`src/rtl/velocity_sched.sv`:
```
// velocity_sched: round-robin front end for a fixed-latency velocity processor.
// Optional angle wrap into [-pi, pi] when VELSCHED_ANGLE_WRAP_EN is defined.
module velocity_sched #(
  parameter int unsigned LATENCY = 21
) (
  input  logic        clk,
  input  logic        rst,
  input  logic        req_a,
  input  logic [15:0] vel_a,
  input  logic [16:0] ang_a,
  output logic        ack_a,
  input  logic        req_b,
  input  logic [15:0] vel_b,
  input  logic [16:0] ang_b,
  output logic        ack_b,
  output logic [15:0] prcs_velocity,
  output logic [15:0] prcs_angle,
  input  logic [31:0] prcs_result,
  output logic [31:0] res_data,
  output logic        res_id,
  output logic        res_valid,
  output logic        busy
);

  typedef enum logic [1:0] {IDLE, NORM, WAIT, DONE} state_t;

  localparam logic [7:0] LAST = 8'(LATENCY - 1);

  state_t      state;
  logic [7:0]  cnt;
  logic        ptr;
  logic        own;
  logic        gnt_b;
  logic        any_req;
  logic [15:0] vel_q;

`ifdef VELSCHED_ANGLE_WRAP_EN
  localparam state_t GNT_NEXT = NORM;
  localparam logic signed [16:0] HALF = 17'sd25736;
  localparam logic signed [16:0] FULL = 17'sd51472;

  logic signed [16:0] ang_q;
  logic        [16:0] ang_in;

  assign ang_in     = gnt_b ? ang_b : ang_a;
  assign prcs_angle = ang_q[15:0];
`else
  localparam state_t GNT_NEXT = WAIT;

  logic [15:0] ang_q;
  logic [15:0] ang_in;
  wire         unused_ang = ang_a[16] ^ ang_b[16];

  assign ang_in     = gnt_b ? ang_b[15:0] : ang_a[15:0];
  assign prcs_angle = ang_q;
`endif

  // ptr set means B wins a tie; it always points away from the last winner
  assign any_req       = req_a | req_b;
  assign gnt_b         = req_b & (~req_a | ptr);
  assign prcs_velocity = vel_q;

  always_ff @(posedge clk) begin
    if (rst) begin
      state     <= IDLE;
      cnt       <= '0;
      ptr       <= 1'b0;
      own       <= 1'b0;
      vel_q     <= '0;
      ang_q     <= '0;
      ack_a     <= 1'b0;
      ack_b     <= 1'b0;
      res_data  <= '0;
      res_id    <= 1'b0;
      res_valid <= 1'b0;
      busy      <= 1'b0;
    end else begin
      ack_a     <= 1'b0;
      ack_b     <= 1'b0;
      res_valid <= 1'b0;
      case (state)
        IDLE: begin
          if (any_req) begin
            ack_a <= ~gnt_b;
            ack_b <= gnt_b;
            ptr   <= ~gnt_b;
            own   <= gnt_b;
            vel_q <= gnt_b ? vel_b : vel_a;
            ang_q <= ang_in;
            cnt   <= '0;
            busy  <= 1'b1;
            state <= GNT_NEXT;
          end
        end
`ifdef VELSCHED_ANGLE_WRAP_EN
        NORM: begin
          if (ang_q > HALF) begin
            ang_q <= ang_q - FULL;
          end else if (ang_q < -HALF) begin
            ang_q <= ang_q + FULL;
          end else begin
            cnt   <= '0;
            state <= WAIT;
          end
        end
`endif
        WAIT: begin
          if (cnt == LAST) begin
            res_data  <= prcs_result;
            res_id    <= own;
            res_valid <= 1'b1;
            state     <= DONE;
          end else begin
            cnt <= cnt + 8'd1;
          end
        end
        DONE: begin
          busy  <= 1'b0;
          state <= IDLE;
        end
        default: begin
          busy  <= 1'b0;
          state <= IDLE;
        end
      endcase
    end
  end

endmodule
```
`config.mk`:
```
export PLATFORM = sky130hd
export DESIGN_NAME = velocity_sched
export DESIGN_NICKNAME = d
export VERILOG_FILES = /design/src/rtl/velocity_sched.sv
export SDC_FILE = /design/constraint.sdc
export NUM_CORES = 1
export LEC_CHECK = 0
export CORE_ASPECT_RATIO = 1.75
export CORE_MARGIN = 1.5
export CORE_UTILIZATION = 43
export CTS_CLUSTER_DIAMETER = 60
export DETAILED_ROUTE_END_ITERATION = 10
export PLACE_DENSITY = 0.83
export REMOVE_ABC_BUFFERS = 1
export SYNTH_ARGS = -nofsm -noshare
export SYNTH_HDL_FRONTEND = slang
export SYNTH_SLANG_ARGS = --single-unit
export TNS_END_PERCENT = 20
```
`constraint.sdc`:
```
create_clock -name clk -period 2.6 [get_ports clk]
set_input_delay 0.78 -clock clk [delete_from_list [all_inputs] [get_ports clk]]
set_output_delay 0.78 -clock clk [all_outputs]
set_load 0.01 [all_outputs]
```
### After elaboration in Yosys (flattened, before gate mapping)

Cells that the tools add are included.

| storage, ports and cells | value |
|---|---|
| register bits after elaboration | 81 |
| bits of input ports | 102 |
| output and inout port bits | 69 |
| logic and storage cells | 46 |

| cells by class | value |
|---|---|
| add/subtract/negate cells | 1 |
| eq/ne operators | 5 |
| multiplexer cells | 11 |
| bitwise operators | 8 |
| reduce and logical (&&, ||, !) cells | 9 |

Operators with widths:

| operator | count |
|---|---|
| $mux W16 | 2 |
| $mux W8 | 2 |
| $pmux W8 S2 | 1 |
| $add A8 B1 Y8 const B | 1 |
| $eq A8 B5 Y1 const B | 1 |
| $reduce_and A2 Y1 | 4 |
| $ne A2 B2 Y1 const B | 3 |
| $not A1 Y1 | 5 |
| $mux W2 | 2 |
| $pmux W2 S2 | 1 |
| $reduce_and A3 Y1 | 1 |
| $reduce_or A3 Y1 | 1 |
| $eq A2 B2 Y1 const B | 1 |
| $logic_not A2 Y1 | 1 |
| $mux W1 | 2 |
| $or A1 B1 Y1 | 2 |
| $pmux W1 S2 | 1 |
| $reduce_bool A2 Y1 | 1 |
| $reduce_or A2 Y1 | 1 |
| $and A1 B1 Y1 | 1 |

### Logic depth before layout (Yosys ltp)

Gate-level depths: netlist of the first run.

| depth | value |
|---|---|
| word-level depth | 4 |
| mapped depth | 8 |
| gate-level depth less buffers | 6 |

### Worst setup path after synthesis of the first run

OpenSTA, ideal clock, no wires.

| timing | value |
|---|---|
| kind | input to register |
| start point | input rst |
| end point | register res_data[11] |
| setup time | 0.141 ns |
| arrival time | 1.611 ns |
| required time | 2.459 ns |
| slack | 0.847 ns |
| stages | 4 |
| path buffers | 3 |
| cell sequence | clkbuf_1 buf_2 clkbuf_1 a21oi_1 |

RTL lines:

| what | RTL line | RTL |
|---|---|---|
| start, declared | 7 | `input logic rst,` |
| end signal, assigned | 109 | `res_data <= prcs_result;` |
| end, declared | 19 | `output logic [31:0] res_data,` |

No word-level cell between the ends.

### Final worst setup path of the first run

| timing | value |
|---|---|
| start point | register res_data[6] |
| end point | output res_data[6] |

No word-level cell between the ends.

==> results.ini, run 1 <==
[outcome]
outcome=completed

[yosys]
synth.yosys.seq_area_share=0.490
netlist-cell-type-count=34
synth_enable_flop_cells=0
ys_ff_latch=81
ys_async_sr_fraction=0
synth_area_um2=3310
yosys_warnings=0
syn_inst=367
syn-mean-instance-area_um2=9.02
ys_dominant_reg_cell=sky130_fd_sc_hd__dfxtp_1

[detailed_routing]
avgViaCountPerCell=5.10
vias=3149
wire_length_after_detailed_routing_mm=8.92
routedWlPerCell_um=14.4
detailedRoute.firstPassIterationCount=4
drt.antenna.violating_nets=0
post-route-drc-count=0
drt_iter0_drc=164

[final_layout]
layout_common_cells=167 x sky130_fd_sc_hd__clkdlybuf4s50_1, 81 x sky130_fd_sc_hd__dfxtp_1, 72 x sky130_fd_sc_hd__nand2_1, 41 x sky130_fd_sc_hd__nor2_1, 33 x sky130_fd_sc_hd__mux2i_1
num-fill-cells=594
final_core_utilization=0.705
area_growth_pct=60.1
final_net_count=629
postLayoutCellArea_um2=5300
layout.cells.most_common=sky130_fd_sc_hd__clkdlybuf4s50_1
layout-drive-gt1-share=0.0660
antenna_cells_inserted=0

[sta]
final_period_minus_worst_setup_slack_ps=2020
post-route-period-util=0.778
setup-violations-final=0
finalHoldViolCount=0
hold-worst-slack_ps=452
worstMarginPinSlew_ps=454
rsz0062_at_grt=false
relative_slew_margins=0.698
clock.fmax_mhz=494
setup_slack_ps=577
timing.final.max_slew_violations=0
timing.clock.skew_ps=7.90

[placed_design]
routabilityCongestion=0.866
port_buffers=168
place_hpwl_mm=6.71
detailedPlace.worstSlack_ps=245
dpl-instance-area_um2=5030

[setup_path]
critical_path.max_stage_delay_ps=580
critPathMaxFanout=2
end_kind=output pin
cp.buffers_inverters=1
path_class=reg -> out
worstPathCellList=clkdlybuf4s50_1
worst_path_max_delay_cell=sky130_fd_sc_hd__clkdlybuf4s50_1
timing.critical_path.from_type=flip-flop
worst_ep_required_time_ps=1820
ff2ff_path_depth=7
r2r_end=res_data[1]$_SDFFE_PP0P_
worst-r2r-setup-slack_ps=900
critical_path_arrival_ps=1240
r2r_start=cnt[0]$_SDFFE_PP0P_
timing.critical_path.max_delay_family=buffers and inverters

[clock_tree]
post_cts.resized_instances=0
insertion_delay_ps=330
clk_pin_slew_worst_paths_ps=60
cts_setup_buffers=0
cts-buffers-inserted=9
cts_root_buf=sky130_fd_sc_hd__clkbuf_16
cts_hold_buf=0
cts_tree=built
cts.sinks=81
htree_levels=3
clockBufferDepth=2

[power_and_ir_drop]
share_comb_of_total_power=0.164
power_density_nw_per_um2=562
peakVddDrop_mv=0.470
clkPwrFrac=0.387
switching_power_mw=0.706
power.switching_fraction=0.237
leakage_nw=2.00
seqPwrFrac=0.449
power.internal_mw=2.27

[min_path]
hold-path-cell-count=2
worstHoldEndpoint=res_data[25]$_SDFFE_PP0P_
hold_path_class=reg -> reg
timing.hold.worst.start=res_data[25]$_SDFFE_PP0P_

[die]
area_of_the_core_um2=7510
dieHeight_um=119
i_o_pin_cnt=171
initial_utilization=0.441
die-width_um=69.3
placement_rows=42
dieArea_um2=8260

[grt]
number_of_antenna_violations_at_the_first_check_in_global_routing=0
via_count_of_the_first_global_routing_pass=3090
gr-usage-all-layers=0.216
grt_first_pass_wirelength_mm=14.1
largest_net_degree_at_the_start_of_global_routing=66
grt_overflow=0

[run]
drv_cap=0

==> routing by layer <==
metal  vias up  part of all wire  track usage
met2       135              0.53        0.401
met5         -                 0            0
met3        34             0.055       0.0601
li1       1585                 -            -
met4         0             0.053        0.131
met1      1395              0.36        0.203
==> Yosys cell counts, types with 3 or more instances <==
library cell | instances | area [um2]
sky130_fd_sc_hd__a21oi_1 | 26 | 130
sky130_fd_sc_hd__nor2_1 | 41 | 154
sky130_fd_sc_hd__o21ai_0 | 3 | 15.0
sky130_fd_sc_hd__nand3_1 | 5 | 25.0
sky130_fd_sc_hd__buf_4 | 5 | 37.5
sky130_fd_sc_hd__mux2i_1 | 33 | 330
sky130_fd_sc_hd__or3_1 | 3 | 18.8
sky130_fd_sc_hd__a211oi_1 | 32 | 240
sky130_fd_sc_hd__a21oi_2 | 10 | 87.6
sky130_fd_sc_hd__nor3_1 | 4 | 20.0
sky130_fd_sc_hd__a31oi_1 | 5 | 31.3
sky130_fd_sc_hd__nand2b_1 | 3 | 18.8
sky130_fd_sc_hd__buf_2 | 10 | 50.1
sky130_fd_sc_hd__nand2_1 | 72 | 270
sky130_fd_sc_hd__dfxtp_1 | 81 | 1620
sky130_fd_sc_hd__inv_1 | 3 | 11.3
sky130_fd_sc_hd__clkbuf_1 | 8 | 30.0
==> worst max path at each step <==
| stage | slack [ps] | cells past startpoint | start | to |
|---|---|---|---|---|
| after floorplan | -2270 | 4 | req_a | prcs_angle[0]$_SDFFE_PP0P_ |
| after global placement | 270 | 6 | req_a | prcs_angle[5]$_SDFFE_PP0P_ |
| after detailed placement | 250 | 6 | req_a | prcs_angle[5]$_SDFFE_PP0P_ |
| after CTS | 560 | 1 | res_data[6]$_SDFFE_PP0P_ | res_data[6] |
| after global routing | 500 | 6 | req_a | prcs_angle[5]$_SDFFE_PP0P_ |
| final | 580 | 1 | res_data[6]$_SDFFE_PP0P_ | res_data[6] |
==> registers in the layout, indices dropped and copies added (netlist names) <==
name	count
cnt	8
prcs_velocity	16
res_id	1
ack_b	1
res_data	32
own	1
ack_a	1
ptr	1
res_valid	1
prcs_angle	16
state	2
busy	1
==> through the flow <==
step | setup TNS [ps] | std cells | total power [mW]
floorplan | -80400 | 339 | 1.55
global placement | 0 | 602 | 1.84
detailed placement | 0 | 602 | 1.86
CTS | 0 | 618 | 3.01
global route | 0 | 618 | 3.12
finish | 0 | 618 | 2.98
==> power groups by stage <==
stage | registers [mW] | clock network, mW | logic (mW)
detailed placement | 1.37 | 0 | 0.492
CTS | 1.34 | 1.18 | 0.494
floorplan | 1.38 | 0 | 0.163
finish | 1.34 | 1.15 | 0.489
global placement | 1.36 | 0 | 0.483
global route | 1.35 | 1.25 | 0.528
==> logic make-up (layout without fill, tap and decap cells) <==
family | after synthesis | in the layout | synth area share
buffers and inverters | 31 | 194 | 0.0537
AO/OA/AOI/OAI | 80 | 80 | 0.162
multiplexers | 33 | 33 | 0.0998
AND/OR/NAND/NOR | 138 | 138 | 0.182
XOR/XNOR | 2 | 2 | 0.00529
flip-flops | 81 | 81 | 0.490
adder cells (fa/ha/maj) | 2 | 2 | 0.00756
==> cell type report <==
| type | count | area, um2 | share of cell area |
|---|---|---|---|
| multi-input cells | 255 | 1530 | 0.288 |
| clock inverters | 4 | 28.8 | 0.00543 |
| flip-flops and latches | 81 | 1620 | 0.306 |
| clock buffers | 12 | 246 | 0.0465 |
| inverters | 3 | 11.3 | 0.00212 |
| well taps | 88 | 110 | 0.0208 |
| repair buffers | 175 | 1750 | 0.331 |
Note: power is estimated with default switching activity, not from simulation.
==> run 2: changes to the inputs <==
--- a/config.mk
+++ b/config.mk
@@ -7,10 +7,10 @@
 export LEC_CHECK = 0
 export CORE_ASPECT_RATIO = 1.75
 export CORE_MARGIN = 1.5
-export CORE_UTILIZATION = 43
+export CORE_UTILIZATION = 40
 export CTS_CLUSTER_DIAMETER = 60
 export DETAILED_ROUTE_END_ITERATION = 10
-export PLACE_DENSITY = 0.83
+export PLACE_DENSITY = 0.78
 export REMOVE_ABC_BUFFERS = 1
 export SYNTH_ARGS = -nofsm -noshare
 export SYNTH_HDL_FRONTEND = slang
==> constraint.sdc (replaced) <==
create_clock -name clk -period 2 [get_ports clk]
set_input_delay 0.6 -clock clk [delete_from_list [all_inputs] [get_ports clk]]
set_output_delay 0.6 -clock clk [all_outputs]
set_load 0.01 [all_outputs]
==> results.ini, run 2 (same netlist as run 1, synthesis figures left out) <==
[placed_design]
port_buffers=168  ; unchanged
place_hpwl_mm=6.54  ; -2.5%
detailedPlace.worstSlack_ps=-138  ; -383 ps
dpl-instance-area_um2=5070  ; +0.85%
routabilityCongestion=0.831  ; -4.0%

[final_layout]
largest_register_ff_count=32  ; unchanged
regMostFlops=res_data
layout.cells.most_common=sky130_fd_sc_hd__clkdlybuf4s50_1
final_core_utilization=0.673  ; -0.0325
layout-drive-gt1-share=0.0733  ; +0.00727
area_growth_pct=61.9
antenna_cells_inserted=0  ; unchanged
final_net_count=631  ; +0.32%
layout_common_cells=167 x sky130_fd_sc_hd__clkdlybuf4s50_1, 81 x sky130_fd_sc_hd__dfxtp_1, 72 x sky130_fd_sc_hd__nand2_1, 41 x sky130_fd_sc_hd__nor2_1, 33 x sky130_fd_sc_hd__mux2i_1
postLayoutCellArea_um2=5360  ; +1.1%

[clock_tree]
cts_setup_buffers=0  ; unchanged
insertion_delay_ps=340  ; about the same
cts_tree=built
cts-buffers-inserted=9  ; unchanged
cts_hold_buf=0  ; unchanged
htree_levels=3  ; unchanged
post_cts.resized_instances=0  ; unchanged
cts.sinks=81  ; unchanged
clockBufferDepth=2  ; unchanged
clk_pin_slew_worst_paths_ps=60  ; about the same
cts_root_buf=sky130_fd_sc_hd__clkbuf_16

[power_and_ir_drop]
peakVddDrop_mv=0.479  ; +1.9%
leakage_nw=2.03  ; +1.3%
power_density_nw_per_um2=734  ; +31%

[sta]
relative_slew_margins=0.695  ; -0.00304
final_period_minus_worst_setup_slack_ps=1860
clock.fmax_mhz=538
finalHoldViolCount=0  ; unchanged
setup-violations-final=0  ; unchanged
rsz0062_at_grt=false
setup_slack_ps=142  ; -435 ps
post-route-period-util=0.929
hold-worst-slack_ps=453  ; +1.15 ps
worstMarginPinSlew_ps=458  ; +4.56 ps
timing.final.max_slew_violations=0  ; unchanged
timing.clock.skew_ps=8.53  ; +0.636 ps

[setup_path]
timing.critical_path.from_type=flip-flop
timing.critical_path.max_delay_family=buffers and inverters
worst_path_max_delay_cell=sky130_fd_sc_hd__clkdlybuf4s50_1
end_kind=output pin
critPathMaxFanout=2  ; unchanged
worstPathCellList=clkdlybuf4s50_1
path_class=reg -> out
critical_path.max_stage_delay_ps=580  ; about the same
critical_path_arrival_ps=1260  ; +20 ps
cp.buffers_inverters=1  ; unchanged
worst_ep_required_time_ps=1400  ; -420 ps

[grt]
number_of_antenna_violations_at_the_first_check_in_global_routing=0  ; unchanged
via_count_of_the_first_global_routing_pass=3096  ; +0.19%
largest_net_degree_at_the_start_of_global_routing=66  ; unchanged
grt_overflow=0  ; unchanged
gr-usage-all-layers=0.205  ; -0.0111
grt_first_pass_wirelength_mm=14.1  ; +0.20%

[outcome]
failed_checks=DRC
outcome=finished, violations left

[die]
area_of_the_core_um2=7960  ; +6.0%
i_o_pin_cnt=171  ; unchanged
die-width_um=71.8  ; +3.5%
dieHeight_um=123  ; +3.6%
dieArea_um2=8850  ; +7.2%
placement_rows=43  ; +2.4%
initial_utilization=0.416  ; -0.0248

[min_path]
hold_path_class=reg -> reg

[run]
drv_cap=0  ; unchanged

[detailed_routing]
avgViaCountPerCell=5.09  ; about the same
detailedRoute.firstPassIterationCount=10  ; +6
drt_iter0_drc=134  ; -18%
routedWlPerCell_um=14.2  ; -1.8%
post-route-drc-count=8  ; +8
drt.antenna.violating_nets=0  ; unchanged
wire_length_after_detailed_routing_mm=8.82  ; -1.1%
vias=3168  ; +0.60%

==> run 2: routing by layer <==
layer	vias to the layer above	wire [um]	part of all wire	global-route usage
li1	1591	-	-	-
met1	1436	3090	0.35	0.212
met2	125	4930	0.56	0.370
met3	16	584	0.066	0.0644
met4	0	206	0.023	0.0932
met5	-	0	0	0
==> run 2: per-stage QoR <==
stage | TNS (ps) | cells | power [mW]
floorplan | -95520 | 339 | 2.01
global placement | -1750 | 606 | 2.41
detailed placement | -2510 | 606 | 2.42
CTS | 0 | 622 | 3.99
global route | 0 | 622 | 4.12
finish | 0 | 622 | 3.94
==> run 2: final cells by class <==
class,count,area [um2]
Sequential cell,81,1620
Timing Repair Buffer,177,1790
Tap cell,90,113
Clock inverter,5,37.5
Clock buffer,11,253
Inverter,3,11.3
Multi-Input combinational cell,255,1530
Fill cell,664,2600
==> run 2: power breakdown <==
group	leakage [nW]	internal, mW	switching [mW]
registers	0.662	1.69	0.0471
logic	1.23	0.392	0.249
clock network	0.138	0.912	0.644
total	2.03	3.00	0.940
==> run 2: path summary, 6_finish.rpt <==
check,startpoint,endpoint,slack (ps),cells after the start
worst max-delay path,res_data[8]$_SDFFE_PP0P_,res_data[8],140,1
worst min-delay path,res_id$_SDFFE_PP0P_,res_id$_SDFFE_PP0P_,450,2
worst max register to register,cnt[0]$_SDFFE_PP0P_,res_data[8]$_SDFFE_PP0P_,440,7
worst min register to register,res_id$_SDFFE_PP0P_,res_id$_SDFFE_PP0P_,450,2
==> run 3: changes to the inputs <==
--- a/config.mk
+++ b/config.mk
@@ -5,10 +5,10 @@
 export SDC_FILE = /design/constraint.sdc
 export NUM_CORES = 1
 export LEC_CHECK = 0
+export ABC_CLOCK_PERIOD_IN_PS = 2000
 export CORE_ASPECT_RATIO = 1.75
 export CORE_MARGIN = 1.5
 export CORE_UTILIZATION = 40
-export CTS_CLUSTER_DIAMETER = 60
 export DETAILED_ROUTE_END_ITERATION = 10
 export PLACE_DENSITY = 0.78
 export REMOVE_ABC_BUFFERS = 1
==> results of run 3 <==
Same layout as run 2: the final DEF is identical, and so are final timing and power.
